<file path="config.mk">
export PLATFORM = sky130hd
export DESIGN_NAME = bram_line_engine
export DESIGN_NICKNAME = d
export VERILOG_FILES = /design/src/rtl/bram_line_engine.sv
export SDC_FILE = /design/constraint.sdc
export NUM_CORES = 2
export LEC_CHECK = 0
export CAP_MARGIN = 20
export CORE_AREA = 2 2 444 446
export CTS_BUF_LIST = sky130_fd_sc_hd__clkbuf_16
export CTS_CLUSTER_SIZE = 24
export DETAILED_ROUTE_END_ITERATION = 10
export DIE_AREA = 0 0 446 448
export PLACE_DENSITY = 0.56
export SKIP_LAST_GASP = 1
export SYNTH_ARGS = -nofsm -noshare
export SYNTH_HDL_FRONTEND = slang
export SYNTH_SLANG_ARGS = --single-unit
export TNS_END_PERCENT = 100
</file>
<file path="constraint.sdc">
create_clock -name S_AXI_ACLK -period 85.4 [get_ports S_AXI_ACLK]
set_input_delay 12.81 -clock S_AXI_ACLK [delete_from_list [all_inputs] [get_ports S_AXI_ACLK]]
set_output_delay 12.81 -clock S_AXI_ACLK [all_outputs]
set_load 0.005 [all_outputs]
</file>
<file path="src/rtl/bram_line_engine.sv">
// bram_line_engine
// ----------------
// Moves one line of up to NW = LINE_W/WORD_W consecutive words between a line
// register and a single-port BRAM. A trigger in IDLE latches the request. Writes
// stream one word per cycle. Reads issue one address per cycle, and the data
// returning RD_LAT cycles later is placed into the matching slot of o_rddata.
// A length of 0 or more than NW is rejected. The engine then raises o_end with
// o_err and does not touch the BRAM.
//
// Ports
//   S_AXI_ACLK     clock
//   S_AXI_ARESET   asynchronous active-high reset
//   i_trigger      start request, sampled only in IDLE
//   i_mode         0 = read, 1 = write (sampled with the trigger)
//   i_base_addr    byte address of word 0 (forced to word alignment)
//   i_num_words    number of words, legal 1..NW
//   i_wrdata       write line, word k at [k*WORD_W +: WORD_W]
//   o_rddata       assembled read line
//   o_busy         transfer in progress
//   o_end          one-cycle completion pulse
//   o_err          one-cycle illegal-length pulse, coincident with o_end
//   o_bram_*       BRAM port: enable, byte write enables, byte address, write data
//   i_bram_rddata  BRAM read data, valid RD_LAT cycles after o_bram_en

module bram_line_engine #(
  parameter int LINE_W = 512,
  parameter int WORD_W = 32,
  parameter int ADDR_W = 15,
  parameter int RD_LAT = 2,
  localparam int NW = LINE_W / WORD_W,
  localparam int CW = $clog2(NW) + 1,
  localparam int BS = WORD_W / 8
) (
  input  logic              S_AXI_ACLK,
  input  logic              S_AXI_ARESET,
  input  logic              i_trigger,
  input  logic              i_mode,
  input  logic [ADDR_W-1:0] i_base_addr,
  input  logic [CW-1:0]     i_num_words,
  input  logic [LINE_W-1:0] i_wrdata,
  output logic [LINE_W-1:0] o_rddata,
  output logic              o_busy,
  output logic              o_end,
  output logic              o_err,
  output logic              o_bram_en,
  output logic [BS-1:0]     o_bram_we,
  output logic [ADDR_W-1:0] o_bram_addr,
  output logic [WORD_W-1:0] o_bram_wrdata,
  input  logic [WORD_W-1:0] i_bram_rddata
);

  localparam int IW = (NW > 1) ? $clog2(NW) : 1;
  localparam logic [ADDR_W-1:0] ALIGN_MASK = ~(ADDR_W'(BS - 1));

  typedef enum logic [2:0] {
    S_IDLE,
    S_WRITE,
    S_RD_ISSUE,
    S_RD_DRAIN,
    S_DONE
  } state_e;

  state_e                   state_q, state_d;
  logic [CW-1:0]            cnt_q, cnt_d;          // requested word count
  logic [CW-1:0]            idx_q, idx_d;          // words issued so far
  logic [IW-1:0]            bus_idx_q, bus_idx_d;  // index of the word on the bus now
  logic [LINE_W-1:0]        line_q, line_d;        // latched write line

  // Read-return tracker: stage i holds the word issued i+1 cycles ago.
  logic [RD_LAT-1:0]          pv_q;
  logic [RD_LAT-1:0][IW-1:0]  pidx_q;

  logic                     en_q, en_d;
  logic [BS-1:0]            we_q, we_d;
  logic [ADDR_W-1:0]        addr_q, addr_d;
  logic [WORD_W-1:0]        wrdata_q, wrdata_d;
  logic                     busy_q, busy_d;
  logic                     end_q, end_d;
  logic                     err_q, err_d;
  logic [LINE_W-1:0]        rddata_q, rddata_d;

  logic                     pipe_early_busy;

  // Reads still in flight that have not reached the last tracker stage. Once
  // this is clear in RD_DRAIN, the final word lands on the coming edge.
  always_comb begin
    pipe_early_busy = 1'b0;
    for (int i = 0; i < RD_LAT - 1; i++) begin
      pipe_early_busy = pipe_early_busy | pv_q[i];
    end
  end

  always_comb begin
    // NOTE: every signal driven here gets a default first, so no path can leave
    // it unassigned and infer a latch.
    state_d   = state_q;
    cnt_d     = cnt_q;
    idx_d     = idx_q;
    bus_idx_d = bus_idx_q;
    line_d    = line_q;
    en_d      = 1'b0;
    we_d      = '0;
    addr_d    = '0;
    wrdata_d  = '0;
    busy_d    = 1'b0;
    end_d     = 1'b0;
    err_d     = 1'b0;
    rddata_d  = rddata_q;

    if (pv_q[RD_LAT-1]) begin
      rddata_d[int'(pidx_q[RD_LAT-1]) * WORD_W +: WORD_W] = i_bram_rddata;
    end

    unique case (state_q)
      S_IDLE: begin
        if (i_trigger) begin
          cnt_d  = i_num_words;
          line_d = i_wrdata;
          if (i_num_words == '0 || i_num_words > CW'(NW)) begin
            state_d = S_DONE;
            end_d   = 1'b1;
            err_d   = 1'b1;
          end else begin
            // Word 0 goes out on the very next cycle, so it is taken straight
            // from the inputs rather than from the latched copies.
            en_d      = 1'b1;
            addr_d    = i_base_addr & ALIGN_MASK;
            idx_d     = CW'(1);
            bus_idx_d = '0;
            busy_d    = 1'b1;
            if (i_mode) begin
              state_d  = S_WRITE;
              we_d     = '1;
              wrdata_d = i_wrdata[WORD_W-1:0];
            end else begin
              state_d  = S_RD_ISSUE;
              rddata_d = '0;
            end
          end
        end
      end

      S_WRITE: begin
        if (idx_q == cnt_q) begin
          state_d = S_DONE;
          end_d   = 1'b1;
        end else begin
          en_d      = 1'b1;
          we_d      = '1;
          addr_d    = addr_q + ADDR_W'(BS);  // wraps modulo 2^ADDR_W
          wrdata_d  = line_q[int'(idx_q[IW-1:0]) * WORD_W +: WORD_W];
          bus_idx_d = idx_q[IW-1:0];
          idx_d     = idx_q + CW'(1);
          busy_d    = 1'b1;
        end
      end

      S_RD_ISSUE: begin
        busy_d = 1'b1;
        if (idx_q == cnt_q) begin
          state_d = S_RD_DRAIN;
        end else begin
          en_d      = 1'b1;
          addr_d    = addr_q + ADDR_W'(BS);
          bus_idx_d = idx_q[IW-1:0];
          idx_d     = idx_q + CW'(1);
        end
      end

      S_RD_DRAIN: begin
        if (pipe_early_busy) begin
          busy_d = 1'b1;
        end else begin
          state_d = S_DONE;
          end_d   = 1'b1;
        end
      end

      S_DONE: begin
        state_d = S_IDLE;
      end

      default: begin
        state_d = S_IDLE;
      end
    endcase
  end

  // NOTE: sequential state is assigned only with non-blocking assignments, so
  // every register samples the pre-edge values.
  // NOTE: the line registers are reset as well. An aborted read must show
  // o_rddata as 0, and nothing in the block is left undefined after reset.
  always_ff @(posedge S_AXI_ACLK or posedge S_AXI_ARESET) begin
    if (S_AXI_ARESET) begin
      state_q   <= S_IDLE;
      cnt_q     <= '0;
      idx_q     <= '0;
      bus_idx_q <= '0;
      line_q    <= '0;
      pv_q      <= '0;
      pidx_q    <= '0;
      en_q      <= 1'b0;
      we_q      <= '0;
      addr_q    <= '0;
      wrdata_q  <= '0;
      busy_q    <= 1'b0;
      end_q     <= 1'b0;
      err_q     <= 1'b0;
      rddata_q  <= '0;
    end else begin
      state_q   <= state_d;
      cnt_q     <= cnt_d;
      idx_q     <= idx_d;
      bus_idx_q <= bus_idx_d;
      line_q    <= line_d;
      en_q      <= en_d;
      we_q      <= we_d;
      addr_q    <= addr_d;
      wrdata_q  <= wrdata_d;
      busy_q    <= busy_d;
      end_q     <= end_d;
      err_q     <= err_d;
      rddata_q  <= rddata_d;

      // A read is in flight from the cycle its address is on the bus. After
      // RD_LAT cycles its data is present and it reaches the last stage.
      pv_q[0]   <= en_q & ~|we_q;
      pidx_q[0] <= bus_idx_q;
      for (int i = 1; i < RD_LAT; i++) begin
        pv_q[i]   <= pv_q[i-1];
        pidx_q[i] <= pidx_q[i-1];
      end
    end
  end

  assign o_rddata      = rddata_q;
  assign o_busy        = busy_q;
  assign o_end         = end_q;
  assign o_err         = err_q;
  assign o_bram_en     = en_q;
  assign o_bram_we     = we_q;
  assign o_bram_addr   = addr_q;
  assign o_bram_wrdata = wrdata_q;

endmodule

</file>
==> Word level (Yosys, flattened, before mapping) <==
Index checks and enable logic that the tools add are counted.
{ "totals": {"regBits": 1106, "in_bits": 568, "elab_cells": 91, "out_inout_bits": 567} }
{ "classes": {"eq_ne": 10, "n_shift": 3, "n_reduce_logical": 10, "magnitude_cmp": 1, "addsub": 3, "muxes": 47, "n_bitwise": 1} }
{ "op_table": {"columns": ["op", "count"], "rows": [
  ["512-bit two-way mux", 5],
  ["512-bit bitwise mux", 1],
  ["32-bit by 33-bit variable shift with 512-bit output, first input constant", 1],
  ["32-bit by 33-bit indexed part select with 512-bit output", 1],
  ["512-bit by 10-bit indexed part select with 32-bit output", 1],
  ["32-bit two-way mux", 4],
  ["32-bit one-hot mux with 2 select lines", 1],
  ["15-bit two-way mux", 3],
  ["9-bit negator with 33-bit output", 1],
  ["15-bit one-hot mux with 2 select lines", 1],
  ["4-bit two-way mux", 7],
  ["4-bit one-hot mux with 2 select lines", 2],
  ["15-bit by 3-bit adder with 15-bit output, second input constant", 1],
  ["3-bit two-way mux", 5],
  ["5-bit two-way mux", 3],
  ["2-bit != test, second input constant", 6],
  ["3-bit one-hot mux with 4 select lines", 1],
  ["5-bit one-hot mux with 2 select lines", 1],
  ["1-bit two-way mux", 9],
  ["4-bit AND reduction", 2],
  ["3-bit by 2-bit == test with 1-bit output, second input constant", 2],
  ["5-bit by 1-bit adder with 5-bit output, second input constant", 1],
  ["5-bit == test", 1],
  ["5-bit > comparator, second input constant", 1],
  ["14 further kinds", 14]
]} }

==> Logic depth before layout (Yosys ltp) <==
{ "depth": {"ltp_word": 8, "ltp_mapped": 11, "ltp_nobuf": 7} }

==> Least setup slack after synthesis <==
Ideal clock, no wire load.
{ "synth_path": {"path_kind": "input port to flip-flop", "from": "input port i_num_words[0]", "to": "register rddata_q[132] (netlist: o_rddata[132])", "arrival_ns": 14.215, "cell_stages": 7, "required_ns": 85.279, "setup_time_ns": 0.121, "path_slack_ns": 71.064, "cell_sequence": "nor4_1 xnor2_1 nand2_2 nor2_4 buf_2 buf_2 nor2_1"} }
{ "synth_between": {"elab_chain_len": 5, "elab_cells_between_ends": 6} }
{ "synth_rtl": {"columns": ["element", "line", "rtl"], "rows": [
  ["start, declared", "39", "input logic [CW-1:0] i_num_words,"],
  ["5-bit > comparator / 5-bit logical NOT (equally long branches)", "119", "if (i_num_words == '0 || i_num_words > CW'(NW)) begin"],
  ["1-bit logical OR (*)", "119", null],
  ["512-bit two-way mux (*)", "119", null],
  ["512-bit two-way mux (*)", "116", "if (i_trigger) begin"],
  ["512-bit two-way mux (*)", "114", "unique case (state_q)"],
  ["via rddata_d[132]", "80", "logic [LINE_W-1:0] rddata_q, rddata_d;"],
  ["end signal, assigned", "223", "rddata_q <= rddata_d;"],
  ["end, declared", "80", null]
]} }
Mark *: on every way through the listed nets, which the timed path passes. The rest lies on a longest branch.
A chain may end at the register's enable or synchronous reset.

==> Final worst setup path <==
{ "layout_path": {"from": "input port i_num_words[0]", "to": "register rddata_q[510] (netlist: o_rddata[510])"} }
The elaborated chain is that of the path after synthesis.

==> results.sh <==
export IMPL_critPathRequiredTime_ns=86.00
export IMPL_synth_distinct_cells=48
export IMPL_yosysSeqAreaShare_pct=57.77
export IMPL_max_freq_mhz=58.23
export IMPL_path_class="input pin to flop"
export IMPL_syn_inst=5186
export IMPL_ys_seq_elements=1101
export IMPL_die_area_um2=199800
export IMPL_clk_latency_ns=0.81
export IMPL_finClkSkew_ns=0.04197
export IMPL_wl_per_cell_um=23.94
export IMPL_routed_wl_um=210600
export IMPL_cts_buffer_depth=3
export IMPL_place_inst=8546
export IMPL_synth_edf_count=0
export IMPL_viasPerCell=4.698
export IMPL_syn_avg_cell_area_um2=9.197
export IMPL_cts_made_buffers=131
export IMPL_path_clk_slew_ns=0.06
export IMPL_cts_tree="done"
export IMPL_htreeDepth=4
export IMPL_hold_viol=0
export IMPL_drt_iter0_drc=3241
export IMPL_cts_hold_buf=0
export IMPL_rows=162
export IMPL_start_util_pct=24.51
export IMPL_grt_max_degree=228
export IMPL_tightest_slew_ns=1.188
export IMPL_place_hpwl_um=148600
export IMPL_setup_viol=0
export IMPL_postCtsResizedCells=0
export IMPL_rsz0062_at_grt="false"
export IMPL_slew_headroom_pct=20.78
export IMPL_core_area_um2=194600
export IMPL_period_needed_ns=17.17
export IMPL_status="completed"
export IMPL_stdcell_count=8798
export IMPL_clock_sinks=1101
export IMPL_async_flop_share_pct=100.0
export IMPL_cts_root_buffer="clkbuf_16"
export IMPL_drc=0
export IMPL_io_buffers=1130
export IMPL_cp_data_arrival_time_ns=17.77
export IMPL_grt_total_usage_pct=20.45
export IMPL_period_share_pct=20.11
export IMPL_ios=1135
export IMPL_synth_area_um2=47690
export IMPL_fp_dieW_um=446
export IMPL_drt_pass1_iterations=7
export IMPL_finalNetCount=6714
export IMPL_p_sw_share_pct=38.32
export IMPL_internal_power_uw=1453
export IMPL_p_switching_uw=902.8
export IMPL_area_delta_synth_final_pct=37.03
export IMPL_vias=41330
export IMPL_maxCapViolations=0
export IMPL_final_antenna_net_count=0
export IMPL_yosysWarnings=0
export IMPL_tns_ns=0
export IMPL_start_kind="input pin"
export IMPL_p_leak_uw=0.03002
export IMPL_p_per_area_nw_per_um2=36.05
export IMPL_cp_max_fo=179
export IMPL_synth_main_ff_cell="dfrtp_1"
export IMPL_grt_pass1_wl_um=296700
export IMPL_die_y_um=448
export IMPL_grt_pass1_vias=41520
export IMPL_hp_class="flop to flop"
export IMPL_clkPwrFrac_pct=22.6
export IMPL_overflow=0
export IMPL_seqPwrFrac_pct=37.1
export IMPL_drive_gt1_share_pct=7.088
export IMPL_drv_slew=0
export IMPL_post_cts_setup_buffers=0
export IMPL_irDropWorstVdd_mv=0.03506
export IMPL_hold_slack_ns=0.3516
export IMPL_combPwrFrac_pct=40.3
export IMPL_end_kind="flop"
export IMPL_place_gp_congestion=0.8685
export IMPL_antenna_found_initial=57
[area by class of cell]
| type | instances | area [um^2] |
|---|---|---|
| Multi-Input combinational cell | 3660 | 18280 |
| Timing Repair Buffer | 1233 | 12270 |
| Inverter | 15 | 63.81 |
| Tap cell | 2542 | 3181 |
| Clock buffer | 135 | 3378 |
| Fill cell | 20150 | 129200 |
| Sequential cell | 1101 | 27560 |
| Clock inverter | 92 | 571.8 |
| Antenna cell | 20 | 50.05 |
[placed cells by master, fill, tap and decap left out, types with 65 or more instances in the layout]
cell and n:
nand2_1 2387, mux2i_1 65, mux4_2 128, clkbuf_16 135, a21oi_1 451, clkdlybuf4s50_1 1130
nor2_1 79, dfrtp_1 1097, buf_4 91, nand3_1 298
[flip-flops by register name (all words and copies together) (netlist names)]
register	count
bus_idx_q	4
cnt_q	5
idx_q	5
line_q	512
o_bram_addr	13
o_bram_en	1
o_bram_we	1
o_bram_wrdata	32
o_busy	1
o_end	1
o_err	1
o_rddata	512
pidx_q	8
pv_q	2
state_q	3
[worst max-delay path, cell delays in order]
cell and delay [ns]:
clkdlybuf4s50_1 0.46, nor4_1 0.41, xnor2_1 0.40, nand2_2 0.37, nor2_4 0.59, buf_4 0.69, buf_12 0.56, buf_4 0.93
a21oi_1 0.08
[cell usage after synthesis (all sizes together) (42+ instances only)]
library cell	count	share of area, %
buf	196	2.3
nor2	81	0.66
nand2	2389	19
and2	42	0.55
nand3	302	3.2
a21oi	452	4.8
o21ai	55	0.58
clkbuf	215	1.7
dfrtp	1101	58
mux4	128	6.0
and3	42	0.55
mux2i	65	1.4
[metal layers]
| metal | vias up | global-route usage (%) | share of wire [%] |
|---|---|---|---|
| li1 | 18770 | - | - |
| met1 | 20630 | 23.48 | 38 |
| met2 | 1517 | 35.77 | 51 |
| met3 | 370 | 5.043 | 7.0 |
| met4 | 52 | 9.411 | 4.4 |
| met5 | - | 0 | 0.17 |
[through the flow]
step | utilization (%) | area (um^2) | total power (uW) | worst slack [ns]
CTS | 33.50 | 65180 | 2388 | 68.38
global placement | 31.44 | 61180 | 1825 | 67.54
global route | 33.58 | 65340 | 2503 | 67.99
finish | 33.59 | 65360 | 2356 | 68.23
floorplan | - | 47700 | 1342 | 41.59
detailed placement | 31.47 | 61230 | 1845 | 67.50
[final timing paths]
| check | startpoint | end | slack, ns | depth (start not counted) |
|---|---|---|---|---|
| setup / recovery | i_num_words[0] | o_rddata[510] | 68.23 | 9 |
| hold / removal | pidx_q[0] | pidx_q[4] | 0.35 | 0 |
| setup reg to reg | state_q[1] | line_q[449] | 80.34 | 8 |
| hold reg to reg | pidx_q[0] | pidx_q[4] | 0.35 | 0 |
| max in group asynchronous | S_AXI_ARESET | o_rddata[65] | 69.04 | 6 |
| min in group asynchronous | S_AXI_ARESET | o_bram_addr[13] | 12.54 | 2 |
[cells by family (layout without fill, tap and decap cells)]
| kind of cell | count (synthesis) | after routing | share of synthesized area [%] |
|---|---|---|---|
| compound gates | 553 | 553 | 6.055 |
| simple gates | 2888 | 2888 | 24.20 |
| xor+xnor | 20 | 20 | 0.3830 |
| buf+inv | 426 | 1475 | 4.074 |
| other cells | 1 | 22 | 0.007863 |
| fa+ha+maj | 4 | 4 | 0.1049 |
| mux | 193 | 193 | 7.408 |
| flops | 1101 | 1101 | 57.77 |
[power by group through the flow]
stage / sequential (uW) / combinational (uW) / clock, uW
3_5_place_dp: 881 / 963 / 0
5_1_grt: 899 / 1040 / 568
2_1_floorplan: 848 / 495 / 0
3_3_place_gp: 872 / 953 / 0
6_report: 874 / 948 / 533
4_1_cts: 875 / 967 / 547
Power figures use the tool's default switching activity.
